File: config.mk
export PLATFORM = sky130hd
export DESIGN_NAME = lsu_bus_if
export DESIGN_NICKNAME = d
export VERILOG_FILES = /design/src/rtl/lsu_bus_if.sv
export SDC_FILE = /design/constraint.sdc
export NUM_CORES = 1
export LEC_CHECK = 0
export BUFFER_PORTS_ARGS = -buffer_cell sky130_fd_sc_hd__buf_2
export CORE_UTILIZATION = 35
export CTS_CLUSTER_DIAMETER = 60
export DETAILED_ROUTE_END_ITERATION = 10
export PLACE_DENSITY = 0.63
export SETUP_SLACK_MARGIN = 0.3
export SLEW_MARGIN = 20
export SYNTH_ARGS = -nofsm -noshare
export SYNTH_HDL_FRONTEND = slang
export SYNTH_SLANG_ARGS = --single-unit
export TNS_END_PERCENT = 20
File: constraint.sdc
create_clock -name clk_i -period 2 [get_ports clk_i]
set_input_delay 0.3 -clock clk_i [delete_from_list [all_inputs] [get_ports clk_i]]
set_output_delay 0.3 -clock clk_i [all_outputs]
set_load 0.05 [all_outputs]
File: src/rtl/lsu_bus_if.sv
// lsu_bus_if: load/store unit between the core address/data path and a
// req/gnt/rvalid data memory bus. Takes one request at a time, steers store
// bytes onto lanes, generates byte enables, and extracts and extends load data.
//
// Optional build macro: LSU_MISALIGN_SPLIT_EN
//   undefined : any misaligned access completes with resp_err_o = 1 and no bus access
//   defined   : misaligned accesses run in hardware, word-crossing ones as two beats
//
// Parameter TIMEOUT: cycles in a WAIT state without rvalid before the access
// fails with an error. A value of 0 disables the timeout.
//
// Ports
//   clk_i, rst_ni        clock (rising edge), asynchronous active-low reset
//   req_valid_i/ready_o  core request handshake (ready only while idle)
//   req_we_i             1 = store, 0 = load
//   req_addr_i           byte address
//   req_wdata_i          right-aligned store data
//   req_funct3_i         RV32I load/store funct3
//   resp_valid_o         one-cycle completion pulse
//   resp_rdata_o         extended load data (0 for stores and errors)
//   resp_err_o           access error, qualified by resp_valid_o
//   busy_o               high while an access is in flight
//   mem_req_o/gnt_i      bus request handshake
//   mem_addr_o           word address
//   mem_we_o, mem_be_o   bus write and byte enables
//   mem_wdata_o          lane-steered store data
//   mem_rvalid_i         bus response
//   mem_rdata_i          bus read data
//   mem_err_i            bus error, qualified by mem_rvalid_i
module lsu_bus_if #(
  parameter int unsigned TIMEOUT = 256
) (
  input  logic        clk_i,
  input  logic        rst_ni,
  input  logic        req_valid_i,
  output logic        req_ready_o,
  input  logic        req_we_i,
  input  logic [31:0] req_addr_i,
  input  logic [31:0] req_wdata_i,
  input  logic [2:0]  req_funct3_i,
  output logic        resp_valid_o,
  output logic [31:0] resp_rdata_o,
  output logic        resp_err_o,
  output logic        busy_o,
  output logic        mem_req_o,
  input  logic        mem_gnt_i,
  output logic [31:0] mem_addr_o,
  output logic        mem_we_o,
  output logic [3:0]  mem_be_o,
  output logic [31:0] mem_wdata_o,
  input  logic        mem_rvalid_i,
  input  logic [31:0] mem_rdata_i,
  input  logic        mem_err_i
);

  localparam int unsigned CNT_W = (TIMEOUT < 2) ? 1 : $clog2(TIMEOUT + 1);
  localparam bit          TO_EN = (TIMEOUT != 0);

  typedef enum logic [2:0] {IDLE, REQ, WAIT, REQ2, WAIT2, RESP} state_e;

  state_e             state_q;
  logic               req_ready_q, busy_q;
  logic               resp_valid_q, resp_err_q;
  logic [31:0]        resp_rdata_q;
  logic               mem_req_q, mem_we_q;
  logic [3:0]         mem_be_q, be_hi_q;
  logic [31:0]        mem_addr_q, mem_wdata_q, rdata1_q;
  logic               we_q, split_q;
  logic [1:0]         off_q;
  logic [2:0]         funct3_q;
  logic [CNT_W-1:0]   cnt_q;

  // Request decode, evaluated on the incoming request while idle.
  logic [1:0]  req_off_c, req_sz_c;
  logic        illegal_c, misal_err_c, split_c;
  logic [3:0]  size_mask_c;
  logic [7:0]  be8_c;
  logic [31:0] wrep_c, wrot_c;

  assign req_off_c = req_addr_i[1:0];
  assign req_sz_c  = req_funct3_i[1:0];

  // Loads allow 0,1,2,4,5; stores allow 0,1,2.
  assign illegal_c = req_we_i ? (req_funct3_i >= 3'd3)
                              : ((req_sz_c == 2'd3) || (req_funct3_i == 3'd6));

`ifdef LSU_MISALIGN_SPLIT_EN
  assign split_c     = ((req_sz_c == 2'd1) && (req_off_c == 2'd3)) ||
                       ((req_sz_c == 2'd2) && (req_off_c != 2'd0));
  assign misal_err_c = 1'b0;
`else
  assign split_c     = 1'b0;
  assign misal_err_c = ((req_sz_c == 2'd1) && req_off_c[0]) ||
                       ((req_sz_c == 2'd2) && (req_off_c != 2'd0));
`endif

  always_comb begin
    size_mask_c = 4'b1111;
    wrep_c      = req_wdata_i;
    case (req_sz_c)
      2'd0: begin
        size_mask_c = 4'b0001;
        wrep_c      = {4{req_wdata_i[7:0]}};
      end
      2'd1: begin
        size_mask_c = 4'b0011;
        wrep_c      = {2{req_wdata_i[15:0]}};
      end
      default: ;
    endcase
  end

  // Low nibble is the first-beat enable, high nibble the second beat.
  assign be8_c = {4'b0000, size_mask_c} << req_off_c;

  // Rotating the replicated data by the offset puts every byte on its lane
  // for both beats of a split access as well as for single accesses.
  always_comb begin
    wrot_c = wrep_c;
    case (req_off_c)
      2'd1:    wrot_c = {wrep_c[23:0], wrep_c[31:24]};
      2'd2:    wrot_c = {wrep_c[15:0], wrep_c[31:16]};
      2'd3:    wrot_c = {wrep_c[7:0],  wrep_c[31:8]};
      default: ;
    endcase
  end

  // Load extraction from the (possibly two-beat) read data.
  logic [31:0] rd_lo_c, rd_hi_c, rd_val_c, ld_data_c;
  logic [63:0] rd_cat_c;

  assign rd_lo_c  = (state_q == WAIT2) ? rdata1_q    : mem_rdata_i;
  assign rd_hi_c  = (state_q == WAIT2) ? mem_rdata_i : 32'd0;
  assign rd_cat_c = {rd_hi_c, rd_lo_c} >> {off_q, 3'b000};
  assign rd_val_c = rd_cat_c[31:0];

  always_comb begin
    ld_data_c = rd_val_c;
    case (funct3_q)
      3'd0:    ld_data_c = {{24{rd_val_c[7]}},  rd_val_c[7:0]};
      3'd1:    ld_data_c = {{16{rd_val_c[15]}}, rd_val_c[15:0]};
      3'd4:    ld_data_c = {24'd0, rd_val_c[7:0]};
      3'd5:    ld_data_c = {16'd0, rd_val_c[15:0]};
      default: ;
    endcase
  end

  logic [CNT_W-1:0] cnt_inc_c;
  logic             to_hit_c;

  assign cnt_inc_c = cnt_q + CNT_W'(1);
  assign to_hit_c  = TO_EN && (cnt_inc_c == CNT_W'(TIMEOUT));

  // Control FSM with registered outputs.
  always_ff @(posedge clk_i or negedge rst_ni) begin
    if (!rst_ni) begin
      state_q      <= IDLE;
      req_ready_q  <= 1'b1;
      busy_q       <= 1'b0;
      resp_valid_q <= 1'b0;
      resp_err_q   <= 1'b0;
      resp_rdata_q <= 32'd0;
      mem_req_q    <= 1'b0;
      mem_we_q     <= 1'b0;
      mem_be_q     <= 4'd0;
      be_hi_q      <= 4'd0;
      mem_addr_q   <= 32'd0;
      mem_wdata_q  <= 32'd0;
      rdata1_q     <= 32'd0;
      we_q         <= 1'b0;
      split_q      <= 1'b0;
      off_q        <= 2'd0;
      funct3_q     <= 3'd0;
      cnt_q        <= '0;
    end else begin
      resp_valid_q <= 1'b0;
      case (state_q)
        IDLE: begin
          if (req_valid_i) begin
            we_q        <= req_we_i;
            off_q       <= req_off_c;
            funct3_q    <= req_funct3_i;
            split_q     <= split_c;
            req_ready_q <= 1'b0;
            busy_q      <= 1'b1;
            if (illegal_c || misal_err_c) begin
              state_q      <= RESP;
              resp_valid_q <= 1'b1;
              resp_err_q   <= 1'b1;
              resp_rdata_q <= 32'd0;
            end else begin
              state_q     <= REQ;
              mem_req_q   <= 1'b1;
              mem_addr_q  <= {req_addr_i[31:2], 2'b00};
              mem_we_q    <= req_we_i;
              mem_be_q    <= be8_c[3:0];
              be_hi_q     <= be8_c[7:4];
              mem_wdata_q <= wrot_c;
            end
          end
        end
        REQ, REQ2: begin
          if (mem_gnt_i) begin
            mem_req_q <= 1'b0;
            cnt_q     <= '0;
            state_q   <= (state_q == REQ) ? WAIT : WAIT2;
          end
        end
        WAIT: begin
          if (mem_rvalid_i) begin
            if (mem_err_i || !split_q) begin
              state_q      <= RESP;
              resp_valid_q <= 1'b1;
              resp_err_q   <= mem_err_i;
              resp_rdata_q <= (mem_err_i || we_q) ? 32'd0 : ld_data_c;
            end else begin
              // First beat of a split access done; issue the next word.
              rdata1_q   <= mem_rdata_i;
              state_q    <= REQ2;
              mem_req_q  <= 1'b1;
              mem_addr_q <= mem_addr_q + 32'd4;
              mem_be_q   <= be_hi_q;
            end
          end else if (to_hit_c) begin
            state_q      <= RESP;
            resp_valid_q <= 1'b1;
            resp_err_q   <= 1'b1;
            resp_rdata_q <= 32'd0;
          end else begin
            cnt_q <= cnt_inc_c;
          end
        end
        WAIT2: begin
          if (mem_rvalid_i) begin
            state_q      <= RESP;
            resp_valid_q <= 1'b1;
            resp_err_q   <= mem_err_i;
            resp_rdata_q <= (mem_err_i || we_q) ? 32'd0 : ld_data_c;
          end else if (to_hit_c) begin
            state_q      <= RESP;
            resp_valid_q <= 1'b1;
            resp_err_q   <= 1'b1;
            resp_rdata_q <= 32'd0;
          end else begin
            cnt_q <= cnt_inc_c;
          end
        end
        RESP: begin
          state_q      <= IDLE;
          req_ready_q  <= 1'b1;
          busy_q       <= 1'b0;
          resp_err_q   <= 1'b0;
          resp_rdata_q <= 32'd0;
        end
        default: begin
          state_q     <= IDLE;
          req_ready_q <= 1'b1;
          busy_q      <= 1'b0;
          mem_req_q   <= 1'b0;
        end
      endcase
    end
  end

  assign req_ready_o  = req_ready_q;
  assign busy_o       = busy_q;
  assign resp_valid_o = resp_valid_q;
  assign resp_err_o   = resp_err_q;
  assign resp_rdata_o = resp_rdata_q;
  assign mem_req_o    = mem_req_q;
  assign mem_addr_o   = mem_addr_q;
  assign mem_we_o     = mem_we_q;
  assign mem_be_o     = mem_be_q;
  assign mem_wdata_o  = mem_wdata_q;

endmodule

==> results_tabular.tex, run 1 <==
\begin{tabular}{lr}
\hline
Metric & Value \\
\hline
\multicolumn{2}{l}{\textbf{GRT}} \\
Wire length of the first global-routing pass & 31140 um \\
Antenna violations before repair & 2 \\
Largest net degree at the start of global routing & 57 \\
Vias in the first global route & 5946 \\
Global routing usage summed across all routing layers & 0.1993 \\
Total grt overflow & 0 \\
\multicolumn{2}{l}{\textbf{Yosys}} \\
Synthesis Warnings & 0 \\
Number of distinct library cell variants in the gate-level netlist after synthesis & 68 \\
Yosys top cell by area & dfrtp\_1 \\
Synth Instances & 658 \\
Synth top area cells & dfrtp\_1, mux2i\_1, mux2\_2 \\
Number of synthesized flops with an enable pin & 0 \\
Syn Area/Cell & 10.44 um\^{}2 \\
Register bit count reported by yosys & 122 \\
Dominant register cell in the synthesized netlist & dfrtp\_1 \\
Sequential share of the synthesized area & 0.4446 \\
Async set or reset register ratio after synthesis & 1.000 \\
Cell Area, Synth & 0.006869 mm\^{}2 \\
Share of the synthesized area in the top cell type & 0.4408 \\
\multicolumn{2}{l}{\textbf{Power}} \\
Cell Pwr Density & 1764 mW/mm\^{}2 \\
Worst vdd ir & 0.7982 mV \\
Leakage power total & 4.429 nW \\
Power after layout & 0.01627 W \\
\multicolumn{2}{l}{\textbf{Clocking}} \\
Number of H-tree levels & 4 \\
Number of clock sinks & 122 \\
Inserted Clock Buffers & 17 \\
Cell chosen for the clock root & clkbuf\_16 \\
TritonCTS clock tree & done \\
Number of buffers on the longest clock path & 2 \\
CTS clk-pin slew, worst paths & 0.06 ns \\
Worst-Skew Late Latency & 0.43 ns \\
\multicolumn{2}{l}{\textbf{Run}} \\
Count of maximum capacitance violations & 0 \\
\multicolumn{2}{l}{\textbf{Routing}} \\
Post-Route WL & 19920 um \\
Wire length per cell after detailed routing & 17.20 um \\
First-pass detailed-route iteration total & 6 \\
Antenna Nets Post-Route & 0 \\
Drt via density & 5.237 \\
Overall via count from detail\_route & 6064 \\
Residual DRC & 0 \\
Drt initial violations & 322 \\
\multicolumn{2}{l}{\textbf{STA}} \\
Pin slew with the least headroom to its limit & 0.5929 ns \\
Final critical-path setup slack & 0.08185 ns \\
Number of hold-slack violations in the final timing report & 0 \\
Post-layout minimum cycle time & 1.918 ns \\
Max-Slew Margin vs Limit & 0.6047 \\
Unrepaired setup endpoints after global routing & yes \\
Summed negative setup slack over all endpoints & 0 ns \\
Portion of the clock cycle consumed by the worst path in the final layout & 0.9591 \\
Clock Skew & 0.009663 ns \\
Max frequency & 521.3 MHz \\
Final setup vio count & 0 \\
Number of pins with negative max-slew slack in the final report & 0 \\
\multicolumn{2}{l}{\textbf{Floorplan}} \\
Die Width & 142.1 um \\
Core Region & 0.01896 mm\^{}2 \\
Number of top-level design ports & 212 \\
Effective utilization at floorplan & 0.3624 \\
Overall die height & 142.1 um \\
Die outline area & 0.02019 mm\^{}2 \\
Placement Rows & 50 \\
\multicolumn{2}{l}{\textbf{Place}} \\
Final weighted congestion of routability-driven global placement & 0.8554 \\
Pre-CTS WS & 0.02428 ns \\
Count of port buffers added during placement & 209 \\
Post-DP HPWL & 14230 um \\
\multicolumn{2}{l}{\textbf{Cells and area}} \\
Most frequent standard cell in the layout excluding fill and tap cells & buf\_2 \\
Top library cells by usage in the layout, fill and taps aside & buf\_2, dfrtp\_1, nand2\_1 \\
Total area of multi-input combinational cells & 0.003620 mm\^{}2 \\
Fraction of final layout cells sized beyond drive strength 1 & 0.4359 \\
Register area & 0.003058 mm\^{}2 \\
Final Net Count & 991 \\
Area overhead of the layout relative to synthesis & 34.30\% \\
Filler cell count in the final layout & 1786 \\
\multicolumn{2}{l}{\textbf{Setup path}} \\
Worst EP required & 2.36 ns \\
Setup CP Type & reg -> reg \\
Critical R2R Launch & cnt\_q[0] \\
Crit. End Element & flip-flop \\
Data arrival at the endpoint of the critical path & 2.28 ns \\
Crit path max fanout & 18 \\
Critical path endpoint & resp\_rdata\_o[6] \\
Beginning of the critical path & cnt\_q[0] \\
Type of origin of the critical path & flip-flop \\
R2R cell count & 7 \\
Reg-to-Reg End & resp\_rdata\_o[6] \\
R2R Setup Slk & 0.08 ns \\
\multicolumn{2}{l}{\textbf{Hold path}} \\
Worst min-delay path category & in -> reg \\
\multicolumn{2}{l}{\textbf{Status}} \\
Run status & completed \\
\hline
\end{tabular}
[worst min path at each step]
stage / start / endpoint / slack (ns) / cells after the start
5_1_grt: req_addr_i[17] / mem_addr_o[17] / 0.08 / 2
3_5_place_dp: rst_ni / mem_addr_o[28] / 0.28 / 1
4_1_cts: req_addr_i[27] / mem_addr_o[27] / 0.07 / 2
3_3_place_gp: rst_ni / mem_addr_o[28] / 0.28 / 1
6_report: req_addr_i[17] / mem_addr_o[17] / 0.09 / 2
2_1_floorplan: rst_ni / busy_o / 0.004 / 0
[flip-flops by register name, summed over array words and instances, names as in the netlist, 2 cells and up]
signal	cells
resp_rdata_o	32
funct3_q	3
mem_be_o	4
state_q	3
mem_wdata_o	32
mem_addr_o	30
off_q	2
cnt_q	9
[where the power goes]
group          internal [W]  switching (W)  total, W  leakage, nW
Combinational       0.00281        0.00601   0.00882         2.57
Clock               0.00212        0.00121   0.00334        0.307
Sequential          0.00348       0.000635   0.00412         1.56
[routing by layer]
layer / global-route usage / up-vias / part of all wire
met5: 0 / - / 0.00050
met1: 0.2497 / 2929 / 0.43
li1: - / 2891 / -
met3: 0.06157 / 24 / 0.074
met2: 0.3320 / 218 / 0.49
met4: 0.05093 / 2 / 0.011
[repair_timing]
action,in CTS,in global routing
cloned,0,1
endpoints found under the setup margin,82,111
gates resized for setup,2,8
hold buffers,1,0
setup buffers,1,2
hold endpoints to repair,28,0
pin swaps,1,3
[area by class of cell]
cell class / instances / share of cell area
Antenna cell: 1 / 0.0002713
Clock buffer: 18 / 0.04761
Clock inverter: 14 / 0.02102
Inverter: 5 / 0.002034
Multi-Input combinational cell: 478 / 0.3924
Sequential cell: 122 / 0.3315
Tap cell: 260 / 0.03526
Timing Repair Buffer: 260 / 0.1699
[cells by family (layout without fill, tap and decap cells)]
kind of cell,count (synthesis),after routing,share of synthesized area
adder cells (fa/ha/maj),1,1,0.001821
AND/OR/NAND/NOR,174,174,0.1259
multiplexers,119,119,0.1847
buffers and inverters,59,297,0.04353
other,1,3,0.0005459
flip-flops,122,122,0.4446
AO/OA/AOI/OAI,181,181,0.1976
XOR/XNOR,1,1,0.001275
[stage by stage]
step                      std cells  utilization  hold slack [ns]  area (um^2)
final                          1158       0.4867          0.08784         9225
after CTS                      1154       0.4824          0.07488         9144
after global placement         1120       0.4477           0.2790         8486
after detailed placement       1120       0.4477           0.2785         8486
after floorplan                 659            -         0.004409         6945
after global routing           1157       0.4865          0.07721         9223
[critical path: stages, from the launching register on]
cell	delay, ns
dfrtp_1	0.41
ha_4	0.19
and2_4	0.15
a41o_1	0.20
o311a_1	0.40
nor2_4	0.17
buf_12	0.19
a32o_1	0.14
[synthesized netlist by cell type, types with 2 or more instances]
cell,number
o2bb2ai_1,13
o311a_1,2
o21ai_1,3
buf_6,7
clkbuf_1,29
a21oi_1,30
a31oi_1,2
buf_1,4
o22ai_1,2
nor2b_1,10
a211oi_1,11
or3_1,3
o221a_2,14
or4_1,3
o2bb2ai_2,10
a22o_1,2
nor4b_1,2
nand4_1,4
nand2_1,84
buf_4,3
o21bai_1,2
mux2_1,6
buf_2,11
inv_1,5
a32o_1,8
o21ai_0,52
nor2_1,27
o32ai_1,7
mux2i_1,66
nor3_1,7
nand2b_1,13
nand3_1,6
o211ai_1,5
nand4b_1,2
a21o_1,3
dfrtp_1,121
o31ai_1,3
mux2_2,46
Power figures use the tool's default switching activity.
==> inputs of run 2 (changes only) <==
Settings changed: GPL_TIMING_DRIVEN from default to 0.
==> results_tabular.tex, run 2 (synthesis results as in run 1) <==
\begin{tabular}{lr}
\hline
Metric & Value \\
\hline
\multicolumn{2}{l}{\textbf{Status}} \\
Run status & finished with violations \\
Failing checks & setup timing \\
\multicolumn{2}{l}{\textbf{Routing}} \\
Met3 wire length & 1632 um (+11\%) \\
Uppermost metal layer occupied by signal nets & met4 \\
Drt initial violations & 392 (+22\%) \\
Overall via count from detail\_route & 6373 (+5.1\%) \\
Residual DRC & 0 (unchanged) \\
Wire length per cell after detailed routing & 18.43 um (+7.1\%) \\
Drt via density & 5.364 (+2.4\%) \\
Antenna Nets Post-Route & 0 (unchanged) \\
Routed wl met2 & 10390 um (+7.2\%) \\
Post-Route WL & 21890 um (+9.9\%) \\
Routed length on met1 & 9615 um (+13\%) \\
First-pass detailed-route iteration total & 5 (-1) \\
\multicolumn{2}{l}{\textbf{Floorplan}} \\
Placement Rows & 50 (unchanged) \\
Die Width & 142.1 um (unchanged) \\
Core Region & 0.01896 mm\^{}2 (unchanged) \\
Number of top-level design ports & 212 (unchanged) \\
Effective utilization at floorplan & 0.3624 (unchanged) \\
Die outline area & 0.02019 mm\^{}2 (unchanged) \\
Overall die height & 142.1 um (unchanged) \\
\multicolumn{2}{l}{\textbf{STA}} \\
Clock Skew & 0.01081 ns (+0.001146 ns) \\
Max frequency & 485.4 MHz (-6.9\%) \\
Final setup vio count & 31 (+31) \\
Max-Slew Margin vs Limit & 0.4494 (-0.1553) \\
Number of hold-slack violations in the final timing report & 0 (unchanged) \\
Pin slew with the least headroom to its limit & 0.8259 ns (+0.2330 ns) \\
Unrepaired setup endpoints after global routing & yes \\
Portion of the clock cycle consumed by the worst path in the final layout & 1.030 (+0.07091) \\
Post-layout minimum cycle time & 2.060 ns (+0.1418 ns) \\
Final critical-path setup slack & -0.05996 ns (-0.1418 ns) \\
Number of pins with negative max-slew slack in the final report & 0 (unchanged) \\
\multicolumn{2}{l}{\textbf{Power}} \\
Power after layout & 0.01728 W (+6.2\%) \\
Worst vdd ir & 0.9427 mV (+18\%) \\
Leakage power total & 4.699 nW (+6.1\%) \\
Cell Pwr Density & 1777 mW/mm\^{}2 (+0.78\%) \\
\multicolumn{2}{l}{\textbf{Setup path}} \\
R2R Setup Slk & -0.06 ns (-0.14 ns) \\
Type of origin of the critical path & flip-flop \\
Crit path max fanout & 6 (-12) \\
Setup CP Type & reg -> reg \\
Data arrival at the endpoint of the critical path & 2.38 ns (+0.10 ns) \\
Critical R2R Launch & cnt\_q[0] \\
Crit. End Element & flip-flop \\
Worst EP required & 2.32 ns (-0.04 ns) \\
R2R cell count & 8 (+1) \\
Reg-to-Reg End & resp\_rdata\_o[2] \\
\multicolumn{2}{l}{\textbf{Hold path}} \\
Number of stages on the worst hold path & 2 (unchanged) \\
Worst min-delay path category & in -> reg \\
Hold EP & mem\_addr\_o[30] \\
Worst hold path startpoint & req\_addr\_i[30] \\
\multicolumn{2}{l}{\textbf{Cells and area}} \\
Register area & 0.003059 mm\^{}2 (about the same) \\
Fraction of final layout cells sized beyond drive strength 1 & 0.4601 (+0.02423) \\
Diodes inserted & 0 (-1) \\
Total area of multi-input combinational cells & 0.003842 mm\^{}2 (+6.2\%) \\
Layout Utilization & 0.5127 (+0.02607) \\
Final Net Count & 1022 (+3.1\%) \\
Filler cell count in the final layout & 1736 (-2.8\%) \\
Area overhead of the layout relative to synthesis & 41.49\% \\
Most frequent standard cell in the layout excluding fill and tap cells & buf\_2 \\
Top library cells by usage in the layout, fill and taps aside & buf\_2, dfrtp\_1, nand2\_1 \\
\multicolumn{2}{l}{\textbf{Clocking}} \\
Number of clock sinks & 122 (unchanged) \\
Number of buffers on the longest clock path & 2 (unchanged) \\
Worst-Skew Late Latency & 0.43 ns (about the same) \\
CTS clk-pin slew, worst paths & 0.06 ns (about the same) \\
TritonCTS clock tree & done \\
Cell chosen for the clock root & clkbuf\_16 \\
Inserted Clock Buffers & 17 (unchanged) \\
Number of H-tree levels & 4 (unchanged) \\
\multicolumn{2}{l}{\textbf{GRT}} \\
Largest net degree at the start of global routing & 65 (+14\%) \\
Total grt overflow & 0 (unchanged) \\
Vias in the first global route & 6307 (+6.1\%) \\
Antenna violations before repair & 0 (-2) \\
Global routing usage summed across all routing layers & 0.2197 (+0.02048) \\
Wire length of the first global-routing pass & 34020 um (+9.3\%) \\
\multicolumn{2}{l}{\textbf{Place}} \\
Final weighted congestion of routability-driven global placement & 0.9229 (+7.9\%) \\
Post-DP HPWL & 15300 um (+7.5\%) \\
Count of port buffers added during placement & 207 (-0.96\%) \\
\multicolumn{2}{l}{\textbf{Run}} \\
Count of maximum capacitance violations & 0 (unchanged) \\
\hline
\end{tabular}
==> run 2: cell type report <==
class | instances | share of cell area
timing repair buffer | 237 | 0.1408
sequential | 122 | 0.3148
clock inverter | 12 | 0.02150
multi-input combinational | 478 | 0.3953
inverter | 5 | 0.001931
clock buffer | 20 | 0.04699
buffer | 54 | 0.04519
tap | 260 | 0.03347
==> run 2: worst max-delay path by stage <==
stage,startpoint,end,cells after the start
after detailed placement,state_q[2],resp_rdata_o[25],6
after floorplan,state_q[0],resp_rdata_o[22],7
final,cnt_q[0],resp_rdata_o[2],8
after global routing,cnt_q[0],resp_rdata_o[6],8
after global placement,rst_ni,state_q[1],1
after CTS,cnt_q[0],resp_rdata_o[14],8
==> run 2: layer usage <==
| layer | GRT usage | vias up |
|---|---|---|
| met5 | 0 | - |
| met4 | 0.06735 | 0 |
| met3 | 0.05619 | 28 |
| met2 | 0.3584 | 297 |
| met1 | 0.2850 | 3085 |
| li1 | - | 2963 |
==> run 2: where the power goes <==
part           internal [W]  switching, W
clock network       0.00230       0.00121
logic               0.00330       0.00635
registers           0.00349      0.000645
total               0.00908       0.00820
==> run 2: critical path: stages (launching register included) <==
cell	delay (ns)
dfrtp_2	0.39
ha_4	0.17
nand4_1	0.19
nor4_4	0.38
o311a_1	0.27
nor2_4	0.07
buf_12	0.14
buf_8	0.13
a32o_1	0.21
==> run 2: through the flow <==
step	instances	hold slack [ns]	setup TNS (ns)	cell area (um^2)	setup WS [ns]
floorplan	659	0.004409	0	6945	0.02089
global placement	1126	0.4565	-138.04	8307	-1.285
detailed placement	1127	0.2623	-11.41	8344	-0.2286
CTS	1183	0.07765	-0.5544	9440	-0.03141
global route	1188	0.08985	-3.287	9719	-0.1330
finish	1188	0.1072	-0.6772	9719	-0.05996
==> run 2: timing repair <==
action	in CTS	in global routing
endpoints found under the setup margin	114	112
endpoints found under the hold margin	58	0
setup buffers	20	5
resized for setup	60	95
pin swaps	14	20
cloned	3	0
hold buffers	1	0
